### src/rtl/addsub_arbiter_if.sv
// Bundle of the two requester ports and the result port of addsub_arbiter.
// A transfer happens on any rising edge where valid and ready are both high; once
// valid is raised the source keeps it and its payload stable until that transfer.
interface addsub_arbiter_if #(parameter int WIDTH = 4);
  logic             req0_valid;
  logic             req0_ready;
  logic [WIDTH-1:0] req0_a;
  logic [WIDTH-1:0] req0_b;
  logic             req0_op;
  logic             req1_valid;
  logic             req1_ready;
  logic [WIDTH-1:0] req1_a;
  logic [WIDTH-1:0] req1_b;
  logic             req1_op;
  logic             res_valid;
  logic             res_ready;
  logic             res_id;
  logic [WIDTH-1:0] res_sum;
  logic             res_cout;
  logic             res_ovf;

  modport master (
    output req0_valid, req0_a, req0_b, req0_op,
    output req1_valid, req1_a, req1_b, req1_op,
    output res_ready,
    input  req0_ready, req1_ready,
    input  res_valid, res_id, res_sum, res_cout, res_ovf
  );

  modport slave (
    input  req0_valid, req0_a, req0_b, req0_op,
    input  req1_valid, req1_a, req1_b, req1_op,
    input  res_ready,
    output req0_ready, req1_ready,
    output res_valid, res_id, res_sum, res_cout, res_ovf
  );
endinterface

### src/rtl/addsub_arbiter.sv
// Two-requester round-robin front end sharing one add/subtract datapath.
// Fixed latency: operands captured on accept, result published two edges later.
module addsub_arbiter #(
  parameter int WIDTH = 4
) (
  input  logic             clk,
  input  logic             rst_n,
  addsub_arbiter_if.slave  bus,
  output logic             busy,
  output logic [7:0]       ops_done,
  output logic [1:0]       dbg_state
);

  typedef enum logic [1:0] {
    IDLE = 2'd0,
    EXEC = 2'd1,
    RESP = 2'd2
  } state_t;

  state_t           state;
  logic             last_id;
  logic             exec_ph;
  logic [WIDTH-1:0] a_q;
  logic [WIDTH-1:0] b_q;
  logic             op_q;
  logic             id_q;
  logic [WIDTH-1:0] sum_q;
  logic             cout_q;
  logic             ovf_q;

  logic             grant0;
  logic             grant1;
  logic [WIDTH-1:0] b_x;
  logic [WIDTH:0]   full;
  logic             carry_msb;

  // On a tie the requester that was not served last wins.
  assign grant0 = bus.req0_valid & (~bus.req1_valid | last_id);
  assign grant1 = bus.req1_valid & (~bus.req0_valid | ~last_id);

  assign bus.req0_ready = (state == IDLE) & grant0;
  assign bus.req1_ready = (state == IDLE) & grant1;

  assign b_x       = b_q ^ {WIDTH{op_q}};
  assign full      = {1'b0, a_q} + {1'b0, b_x} + {{WIDTH{1'b0}}, op_q};
  assign carry_msb = full[WIDTH-1] ^ a_q[WIDTH-1] ^ b_x[WIDTH-1];

  assign dbg_state = state;

  always_ff @(posedge clk or negedge rst_n) begin
    if (!rst_n) begin
      state        <= IDLE;
      last_id      <= 1'b1;
      exec_ph      <= 1'b0;
      a_q          <= '0;
      b_q          <= '0;
      op_q         <= 1'b0;
      id_q         <= 1'b0;
      sum_q        <= '0;
      cout_q       <= 1'b0;
      ovf_q        <= 1'b0;
      bus.res_valid <= 1'b0;
      bus.res_id    <= 1'b0;
      bus.res_sum   <= '0;
      bus.res_cout  <= 1'b0;
      bus.res_ovf   <= 1'b0;
      busy         <= 1'b0;
      ops_done     <= 8'd0;
    end else begin
      case (state)
        IDLE: begin
          if (bus.req0_ready) begin
            a_q     <= bus.req0_a;
            b_q     <= bus.req0_b;
            op_q    <= bus.req0_op;
            id_q    <= 1'b0;
            last_id <= 1'b0;
            exec_ph <= 1'b0;
            busy    <= 1'b1;
            state   <= EXEC;
          end else if (bus.req1_ready) begin
            a_q     <= bus.req1_a;
            b_q     <= bus.req1_b;
            op_q    <= bus.req1_op;
            id_q    <= 1'b1;
            last_id <= 1'b1;
            exec_ph <= 1'b0;
            busy    <= 1'b1;
            state   <= EXEC;
          end
        end
        EXEC: begin
          // First edge registers the datapath, second publishes it to the consumer.
          if (!exec_ph) begin
            sum_q   <= full[WIDTH-1:0];
            cout_q  <= full[WIDTH];
            ovf_q   <= carry_msb ^ full[WIDTH];
            exec_ph <= 1'b1;
          end else begin
            bus.res_valid <= 1'b1;
            bus.res_id    <= id_q;
            bus.res_sum   <= sum_q;
            bus.res_cout  <= cout_q;
            bus.res_ovf   <= ovf_q;
            exec_ph       <= 1'b0;
            state         <= RESP;
          end
        end
        RESP: begin
          if (bus.res_ready) begin
            bus.res_valid <= 1'b0;
            busy          <= 1'b0;
            ops_done      <= ops_done + 8'd1;
            state         <= IDLE;
          end
        end
        default: begin
          state <= IDLE;
          busy  <= 1'b0;
        end
      endcase
    end
  end

endmodule

### src/flat_wrapper.sv
// flat-port wrapper written by rule: the top's interface ports become plain ports
module addsub_arbiter_flat 
#(
  parameter int WIDTH = 4
)
  (clk, rst_n, busy, ops_done, dbg_state, bus_req0_valid, bus_req0_a, bus_req0_b, bus_req0_op, bus_req1_valid, bus_req1_a, bus_req1_b, bus_req1_op, bus_res_ready, bus_req0_ready, bus_req1_ready, bus_res_valid, bus_res_id, bus_res_sum, bus_res_cout, bus_res_ovf);
  addsub_arbiter_if #(.WIDTH(WIDTH)) bus_i ();
  input  logic clk;
  input  logic rst_n;
  output logic busy;
  output logic [7:0] ops_done;
  output logic [1:0] dbg_state;
  input wire logic [$bits(bus_i.req0_valid)-1:0] bus_req0_valid;
  input wire logic [$bits(bus_i.req0_a)-1:0] bus_req0_a;
  input wire logic [$bits(bus_i.req0_b)-1:0] bus_req0_b;
  input wire logic [$bits(bus_i.req0_op)-1:0] bus_req0_op;
  input wire logic [$bits(bus_i.req1_valid)-1:0] bus_req1_valid;
  input wire logic [$bits(bus_i.req1_a)-1:0] bus_req1_a;
  input wire logic [$bits(bus_i.req1_b)-1:0] bus_req1_b;
  input wire logic [$bits(bus_i.req1_op)-1:0] bus_req1_op;
  input wire logic [$bits(bus_i.res_ready)-1:0] bus_res_ready;
  output wire logic [$bits(bus_i.req0_ready)-1:0] bus_req0_ready;
  output wire logic [$bits(bus_i.req1_ready)-1:0] bus_req1_ready;
  output wire logic [$bits(bus_i.res_valid)-1:0] bus_res_valid;
  output wire logic [$bits(bus_i.res_id)-1:0] bus_res_id;
  output wire logic [$bits(bus_i.res_sum)-1:0] bus_res_sum;
  output wire logic [$bits(bus_i.res_cout)-1:0] bus_res_cout;
  output wire logic [$bits(bus_i.res_ovf)-1:0] bus_res_ovf;
  assign bus_i.req0_valid = bus_req0_valid;
  assign bus_i.req0_a = bus_req0_a;
  assign bus_i.req0_b = bus_req0_b;
  assign bus_i.req0_op = bus_req0_op;
  assign bus_i.req1_valid = bus_req1_valid;
  assign bus_i.req1_a = bus_req1_a;
  assign bus_i.req1_b = bus_req1_b;
  assign bus_i.req1_op = bus_req1_op;
  assign bus_i.res_ready = bus_res_ready;
  assign bus_req0_ready = bus_i.req0_ready;
  assign bus_req1_ready = bus_i.req1_ready;
  assign bus_res_valid = bus_i.res_valid;
  assign bus_res_id = bus_i.res_id;
  assign bus_res_sum = bus_i.res_sum;
  assign bus_res_cout = bus_i.res_cout;
  assign bus_res_ovf = bus_i.res_ovf;
  addsub_arbiter #(.WIDTH(WIDTH)) u_core (.clk(clk), .rst_n(rst_n), .bus(bus_i), .busy(busy), .ops_done(ops_done), .dbg_state(dbg_state));
endmodule
### config.mk
export PLATFORM = sky130hd
export DESIGN_NAME = addsub_arbiter_flat
export DESIGN_NICKNAME = d
export VERILOG_FILES = /design/src/rtl/addsub_arbiter_if.sv /design/src/rtl/addsub_arbiter.sv /design/src/flat_wrapper.sv
export SDC_FILE = /design/constraint.sdc
export NUM_CORES = 1
export LEC_CHECK = 0
export ABC_AREA = 0
export BUFFER_PORTS_ARGS = -buffer_cell sky130_fd_sc_hd__buf_4
export CORE_MARGIN = 2
export CORE_UTILIZATION = 52
export CTS_CLUSTER_DIAMETER = 60
export DETAILED_ROUTE_END_ITERATION = 6
export PLACE_DENSITY = 0.88
export SKIP_CTS_REPAIR_TIMING = 1
export SYNTH_ARGS = -nofsm -noshare
export SYNTH_HDL_FRONTEND = slang
export SYNTH_SLANG_ARGS = --single-unit
### constraint.sdc
create_clock -name clk -period 3 [get_ports clk]
set_clock_uncertainty 0.2 [all_clocks]
set_input_delay 0.3 -clock clk [delete_from_list [all_inputs] [get_ports clk]]
set_output_delay 0.3 -clock clk [all_outputs]
set_load 0.02 [all_outputs]
-- Word-level counts from Yosys, hierarchy flattened
Index checks and enable logic that the tools add are counted.
- bitwise gates (word level): 15
- multipliers: 0
- reductions and logical operators: 12
- shift-type cells: 0
- equal/unequal tests: 5
- add/sub/neg operators: 3
- divide/modulo/power cells: 0
- muxes and demuxes: 22
- $lt $le $gt $ge: 0
- operators by type and width (cell ; number):
    $mux 4 ; 4
    $mux 1 ; 10
    $reduce_and 2->1 ; 5
    $reduce_and 3->1 ; 3
    $add 8x1->8 const B ; 1
    $mux 2 ; 4
    $pmux 2 s3 ; 1
    $reduce_bool 2->1 ; 3
    $add 4x4->5 ; 1
    $add 5x1->5 ; 1
    $not 1->1 ; 5
    $and 1x1->1 ; 4
    $pmux 1 s2 ; 2
    $xor 4x4->4 ; 1
    $ne 3x3->1 const B ; 1
    $pmux 1 s3 ; 1
    $xor 1x1->1 ; 3
    $eq 2x1->1 const B ; 1
    $eq 2x2->1 const B ; 1
    $logic_not 2->1 ; 1
    $ne 2x1->1 const B ; 1
    $ne 2x2->1 const B ; 1
    $or 1x1->1 ; 2
- memories kept: 0
- RAM bits: 0
- memory bits (read-only): 0
- latch bits: 0
- input bits: 23
- logic and storage cells: 74
- bits in registers: 37

-- Longest topological paths before layout
Gate-level depths: netlist (run 1).
- depth after elaboration: 7
- mapped depth: 8
- depth with buffers taken out: 8

-- Least setup slack after synthesis (run 1)
Ideal clock, no wire load.
- kind: register to register
- start point: register u_core.op_q
- end point: register u_core.ovf_q
- path slack: 730 ps
- cell stages (with the launch flop): 9
- arrival time: 2001 ps
- period minus slack after synthesis: 2270 ps
- path buffers: 0
- cell sequence: dfrtp_1 -> xor2_1 -> inv_1 -> fa_1 -> nor2b_1 -> o21ai_1 -> and3_1 -> or4_1 -> nand3_1
- word-level cells in the longest chain between the ends: 6
- RTL lines (item ; RTL line ; RTL):
    start, declared ; addsub_arbiter.sv:25 ; logic op_q;
    start signal, assigned ; addsub_arbiter.sv:75 ; op_q <= bus.req0_op;
    start signal, assigned ; addsub_arbiter.sv:84 ; op_q <= bus.req1_op;
    $xor 4x4->4 ; addsub_arbiter.sv:44 ; assign b_x = b_q ^ {WIDTH{op_q}};
    $add 4x4->5 ; addsub_arbiter.sv:45 ; assign full = {1'b0, a_q} + {1'b0, b_x} + {{WIDTH{1'b0}}, op_q};
    $add 5x1->5 ; addsub_arbiter.sv:45 ;
    $xor 1x1->1 (2 in a row) ; addsub_arbiter.sv:46 ; assign carry_msb = full[WIDTH-1] ^ a_q[WIDTH-1] ^ b_x[WIDTH-1];
    $xor 1x1->1 (*) ; addsub_arbiter.sv:97 ; ovf_q <= carry_msb ^ full[WIDTH];
    end signal, assigned ; addsub_arbiter.sv:97 ;
    end, declared ; addsub_arbiter.sv:29 ; logic ovf_q;
Mark *: on every way between the ends. The rest lies on a longest branch, timed or not.
A chain may end at the register's enable or synchronous reset.

-- Final worst setup path (run 1)
Same ends and word-level chain as after synthesis.

==> flow_summary.toml, run 1 <==
[route]
wl_per_cell_um = 11.4
drc = 0
firstDrtPassIters = 4
vias_per_cell = 5.04
ant_nets = 0
via_count = 1321
drt_iter0_drc = 29
routed_wl_um = 2990

[hold_path]
hold_path.class = "in2reg"

[grt]
grt_pass1_wl_um = 5410
grt_overflow = 0
grt_max_degree = 38
grt_pass1_vias = 1237
grt_antenna_before_repair = 0
track_usage_pct = 17.6

[job]
drv_cap = 0

[floorplan]
fp.dieArea_um2 = 3870
start_util_pct = 53.7
row_count = 21
ios = 44
fp.dieH_um = 62.2
dieWidth_um = 62.2
core-area_um2 = 3280

[timing]
hold_viol_final = 0
final.min_clock_period_ns = 2.41
finalSetupTns_ns = 0
slew_violations = 0
hold_slack_ns = 0.0248
fmax_mhz = 415
max-slew-margin-rel_pct = 62.0
worstMarginPinSlew_ns = 0.568
finalSetupViolCount = 0
finalCritPeriodShare_pct = 80.3
rsz0062_at_grt = "no"

[pwr]
total_power_mw = 2.42
total_leakage_power_nw = 1.16
irDropWorstVdd_mv = 0.561
pwr_density_cell_nw_per_um2 = 1110

[setup_path]
cp.arrival_ns = 2.48
crit_slowest_cell = "dfrtp_1"
crit_family = "simple AND/OR/NAND/NOR gates"
critPathKind = "reg2reg"
slowest_delay_ns = 0.46
crit_path_max_fanout = 5
worst_ep_required_time_ns = 3.08
start_kind = "flop"
critPathCaptureType = "flop"
path_cells = "xor2_1, inv_1, fa_1, nor2b_1, o21ai_1, and3_1, or4_1, nand3_1"
worst-path-buf-inv = 1

[clocking]
cts_tree = "done"
htree_levels = 2
cts_buffer_depth = 2
cts_sinks = 37
path_clk_slew_ns = 0.10
cts-root-buf = "clkbuf_4"
numCtsBuffers = 5
clk-insertion-delay-late_ns = 0.34

[synth]
synth_area_leaders = "dfrtp_1, nand2_1, mux2i_1, mux2_2, xor2_1"
ys_types = 33
synth_area_leader_cell = "dfrtp_1"
synth-edff-count = 0
yosysWarnings = 0
synth_top_flop_cell = "dfrtp_1"
synthesis.area_um2 = 1760
synthesis.nets = 196
synthCells = 168
synthArstFlopShare_pct = 100
avgSynthCellArea_um2 = 10.5
ys_ff_latch = 37
synth_top_area_share_pct = 51.1
yosysSeqAreaShare_pct = 52.6

[cells_and_area]
utilization_pct = 66.7
fin_cells = 262
nNetsFinal = 243
area_growth_pct = 24.1
drive_gt1_share_pct = 28.2
antenna-diode-count = 0

[placement]
dpl.hpwl_um = 2190
dp.cells = 253
gp_congestion = 0.754
io_buffers = 43

[run_status]
outcome = "complete, no violations"
==> routing by layer <==
| metal | track usage [%] | wire (um) | vias to the layer above |
|---|---|---|---|
| li1 | - | - | 659 |
| met1 | 22.5 | 1340 | 609 |
| met2 | 27.4 | 1400 | 49 |
| met3 | 5.43 | 183 | 4 |
| met4 | 8.33 | 70 | 0 |
| met5 | 0 | 0 | - |
==> synth_stat cells, types with 2 or more instances <==
cell and count:
mux2i_1 10, clkbuf_1 2, nor2_1 8, xnor2_1 5
o21ai_1 5, nand3_1 6, xor2_1 8, a21oi_1 3
o211ai_1 2, and3_1 2, mux2_2 7, nor3_1 2
inv_1 7, dfrtp_1 36, nand3b_1 2, nand2_1 32
o21ai_0 12, ha_1 4
==> worst reg2reg max path, stage by stage, from the launching register on <==
cell and delay [ns]:
dfrtp_1 0.46, xor2_1 0.23, inv_1 0.08, fa_1 0.44
nor2b_1 0.13, o21ai_1 0.09, and3_1 0.18, or4_1 0.46
nand3_1 0.09
==> state kept, by name, indices dropped and copies added (netlist names) <==
signal                cells
u_core.bus.res_ovf        1
u_core.dbg_state          2
u_core.id_q               1
u_core.sum_q              4
u_core.exec_ph            1
u_core.bus.res_id         1
u_core.bus.res_sum        4
u_core.op_q               1
u_core.ops_done           8
u_core.ovf_q              1
u_core.bus.res_valid      1
u_core.a_q                4
u_core.last_id            1
u_core.cout_q             1
u_core.bus.res_cout       1
u_core.b_q                4
u_core.busy               1
==> logic make-up after synthesis <==
family          after synthesis  share of synthesized area, %
compound gates               24                          7.38
xor+xnor                     13                          6.45
fa+ha+maj                     5                          3.97
buf+inv                      13                          3.48
flops                        37                          52.6
mux                          17                          10.1
simple gates                 59                          16.0
==> cell type report <==
class | count | area, um2
clock buffers | 8 | 58.8
inverters | 8 | 30.0
multi-input cells | 118 | 776
repair buffers | 45 | 340
fillers | 271 | 1090
flip-flops and latches | 37 | 927
well taps | 46 | 57.6
==> power by group <==
group / switching [mW] / leakage [nW] / total [mW] / internal [mW]
registers: 0.170 / 0.462 / 0.889 / 0.719
logic: 0.678 / 0.667 / 1.27 / 0.587
clock network: 0.155 / 0.0326 / 0.270 / 0.116
total: 1.00 / 1.16 / 2.42 / 1.42
==> path summary, 6_finish.rpt <==
check / startpoint / endpoint / slack, ns / cells after the start
worst max-delay path: u_core.op_q / u_core.ovf_q / 0.59 / 8
worst min-delay path: bus_res_ready / u_core.dbg_state[1] / 0.02 / 4
worst max register to register: u_core.op_q / u_core.ovf_q / 0.59 / 8
worst min register to register: u_core.last_id / u_core.last_id / 0.28 / 2
max in group asynchronous: rst_n / u_core.last_id / 2.02 / 2
min in group asynchronous: rst_n / u_core.bus.res_sum[1] / 0.24 / 2
==> placed cells by master (no fill, tap or decap), types with 3 or more instances in the layout <==
cell type  instances
nand2_1           32
buf_4             44
a21oi_1            3
inv_1              7
ha_1               4
o21ai_0           11
dfrtp_1           36
o21ai_1            6
mux2i_1           10
mux2_2             7
clkbuf_4           5
xor2_1             8
nand3_1            6
xnor2_1            5
nor2_1             8
==> stage by stage <==
step / setup WS [ns] / area (um2)
after global placement: 0.663 / 2120
after detailed placement: 0.619 / 2120
after floorplan: 0.730 / 1760
final: 0.592 / 2190
after CTS: 0.581 / 2180
after global routing: 0.430 / 2190
Note: power is estimated with default switching activity, not from simulation.
==> run 2, diff against run 1 <==
Settings changed: CORE_UTILIZATION 52 to 47, PLACE_DENSITY 0.88 to 0.85.
Clock period 3 ns to 2.18 ns, I/O delays scaled along.
==> run 2 against run 1 <==
  * The flow now finishes with violations (negative setup slack)
  * Flip-flop and latch count unchanged
  * Routed wire length up 16%
  * Setup slack got worse by 0.71 ns
  * Final cell count is 2.7% higher
  * Combinational power grew 65%
  * Sequential power increased by 41%
  * Via count up 0.91%
==> flow_summary.toml, run 2 (synthesis gave the netlist of run 1 again) <==
[grt]
track_usage_pct = 18.1
grt_pass1_vias = 1326
grt_overflow = 0
grt_max_degree = 38
grt_antenna_before_repair = 0
grt_pass1_wl_um = 5680

[setup_path]
critPathCaptureType = "flop"
cp.arrival_ns = 2.32
cp-startpoint = "u_core.op_q"
worst_ep_required_time_ns = 2.20
path_cells = "buf_4, xor2_2, ha_2, and4b_1, nor4b_4, or4_1, nand3_1"
regToRegEndpoint = "u_core.ovf_q"
r2r_slack_ns = -0.12
start_kind = "flop"
worstReg2RegStart = "u_core.op_q"
crit_path_max_fanout = 5
reg2reg_depth = 7
critPathKind = "reg2reg"
slowest_delay_ns = 0.46
endpoint = "u_core.ovf_q"
crit_slowest_cell = "dfrtp_2"

[route]
drc = 0
vias_per_cell = 4.96
wl_per_cell_um = 12.8
drt_iter0_drc = 65
via_count = 1333
ant_nets = 0
routed_wl_um = 3450
firstDrtPassIters = 4

[pwr]
switchingPower_mw = 1.56
total_leakage_power_nw = 1.22
irDropWorstVdd_mv = 0.779
clock_power_share_pct = 15.3
internal_power_mw = 2.39
seqPwrFrac_pct = 31.6
p_sw_share_pct = 39.6
power_frac_comb_pct = 53.1
pwr_density_cell_nw_per_um2 = 1690

[timing]
finalSetupViolCount = 1
max-slew-margin-rel_pct = 67.2
final.min_clock_period_ns = 2.30
rsz0062_at_grt = "yes"
slew_violations = 0
worst_slack_ns = -0.116
hold_viol_final = 0
fmax_mhz = 435
finalCritPeriodShare_pct = 105
worstMarginPinSlew_ns = 0.490

[clocking]
cts_tree = "done"
cts-root-buf = "clkbuf_8"
clk-insertion-delay-late_ns = 0.28
cts_buffer_depth = 2
path_clk_slew_ns = 0.07
numCtsBuffers = 5
cts_sinks = 37
htree_levels = 2

[placement]
dpl-instance-area_um2 = 2160
gp_congestion = 0.806
io_buffers = 43
dpl.hpwl_um = 2410

[floorplan]
core-area_um2 = 3630
fp.dieArea_um2 = 4260
fp.dieH_um = 65.3
start_util_pct = 48.6
dieWidth_um = 65.3
row_count = 22
ios = 44

[job]
drv_cap = 0

[run_status]
violations = "negative setup slack"
outcome = "finished, violations left"

[cells_and_area]
utilization_pct = 64.3
final_common_cell = "buf_4"
drive_gt1_share_pct = 35.3
nNetsFinal = 248
antenna-diode-count = 0
largest_reg_flops = 8
fin_area_um2 = 2340
area_growth_pct = 32.5
final_cell_mix = "buf_4, dfrtp_1, nand2_1, o21ai_0, mux2i_1"
largest_register = "u_core.ops_done"

[hold_path]
hold_depth = 4
min_from = "bus_res_ready"
hold_path.class = "in2reg"
## run 2: changes by cell type in the layout (fill, tap and decap cells not counted), moves of 2 or more
cell	change
clkbuf_4	-5
buf_4	+5
xor2_1	-2
xor2_2	+2
clkbuf_8	+5
## run 2: cell type report
type | instances | area [um2]
Fill cell | 315 | 1300
Clock inverter | 1 | 30.0
Clock buffer | 7 | 86.3
Sequential cell | 37 | 928
Timing Repair Buffer | 50 | 378
Multi-Input combinational cell | 118 | 825
Tap cell | 48 | 60.1
Inverter | 8 | 30.0
## run 2: stage by stage
stage          power, mW  instances  setup TNS, ns  worst slack, ns  hold WS (ns)
2_1_floorplan       2.53        168        -0.0227          -0.0227        -0.278
5_1_grt             4.29        269         -0.206           -0.195        0.0146
4_1_cts             3.78        268         -0.154           -0.154        -0.309
6_report            3.95        269         -0.116           -0.116        0.0155
3_3_place_gp        3.02        260        -0.0627          -0.0627      -0.00659
3_5_place_dp        3.14        260         -0.126           -0.126      0.000949
## run 2: power by group through the flow
stage	Sequential [mW]	Combinational (mW)	Clock, mW
floorplan	1.33	1.20	0
global placement	1.22	1.80	0
detailed placement	1.25	1.89	0
CTS	1.23	1.93	0.615
global route	1.29	2.35	0.659
finish	1.25	2.10	0.603
## run 2: critical path: cells and delay by family, from the launching register on
family	cells	cell delay, ns
adder cells (fa/ha/maj)	1	0.39
flip-flops	1	0.46
buffers and inverters	1	0.16
XOR/XNOR	1	0.18
AND/OR/NAND/NOR	4	0.84
## run 2: how the worst min path moves through the flow
| stage | end |
|---|---|
| after global placement | u_core.ops_done[2] |
| after global routing | u_core.dbg_state[1] |
| after floorplan | u_core.a_q[0] |
| after detailed placement | u_core.ops_done[2] |
| after CTS | u_core.ops_done[2] |
| final | u_core.dbg_state[1] |
## run 2: routing by layer
layer  vias to the layer above  global-route usage, %  part of all wire, %
met2                        43                   32.0                   52
met5                         -                      0                    0
met4                         0                   10.2                  1.7
met3                         4                   5.14                  4.6
met1                       617                   19.2                   41
li1                        669                      -                    -
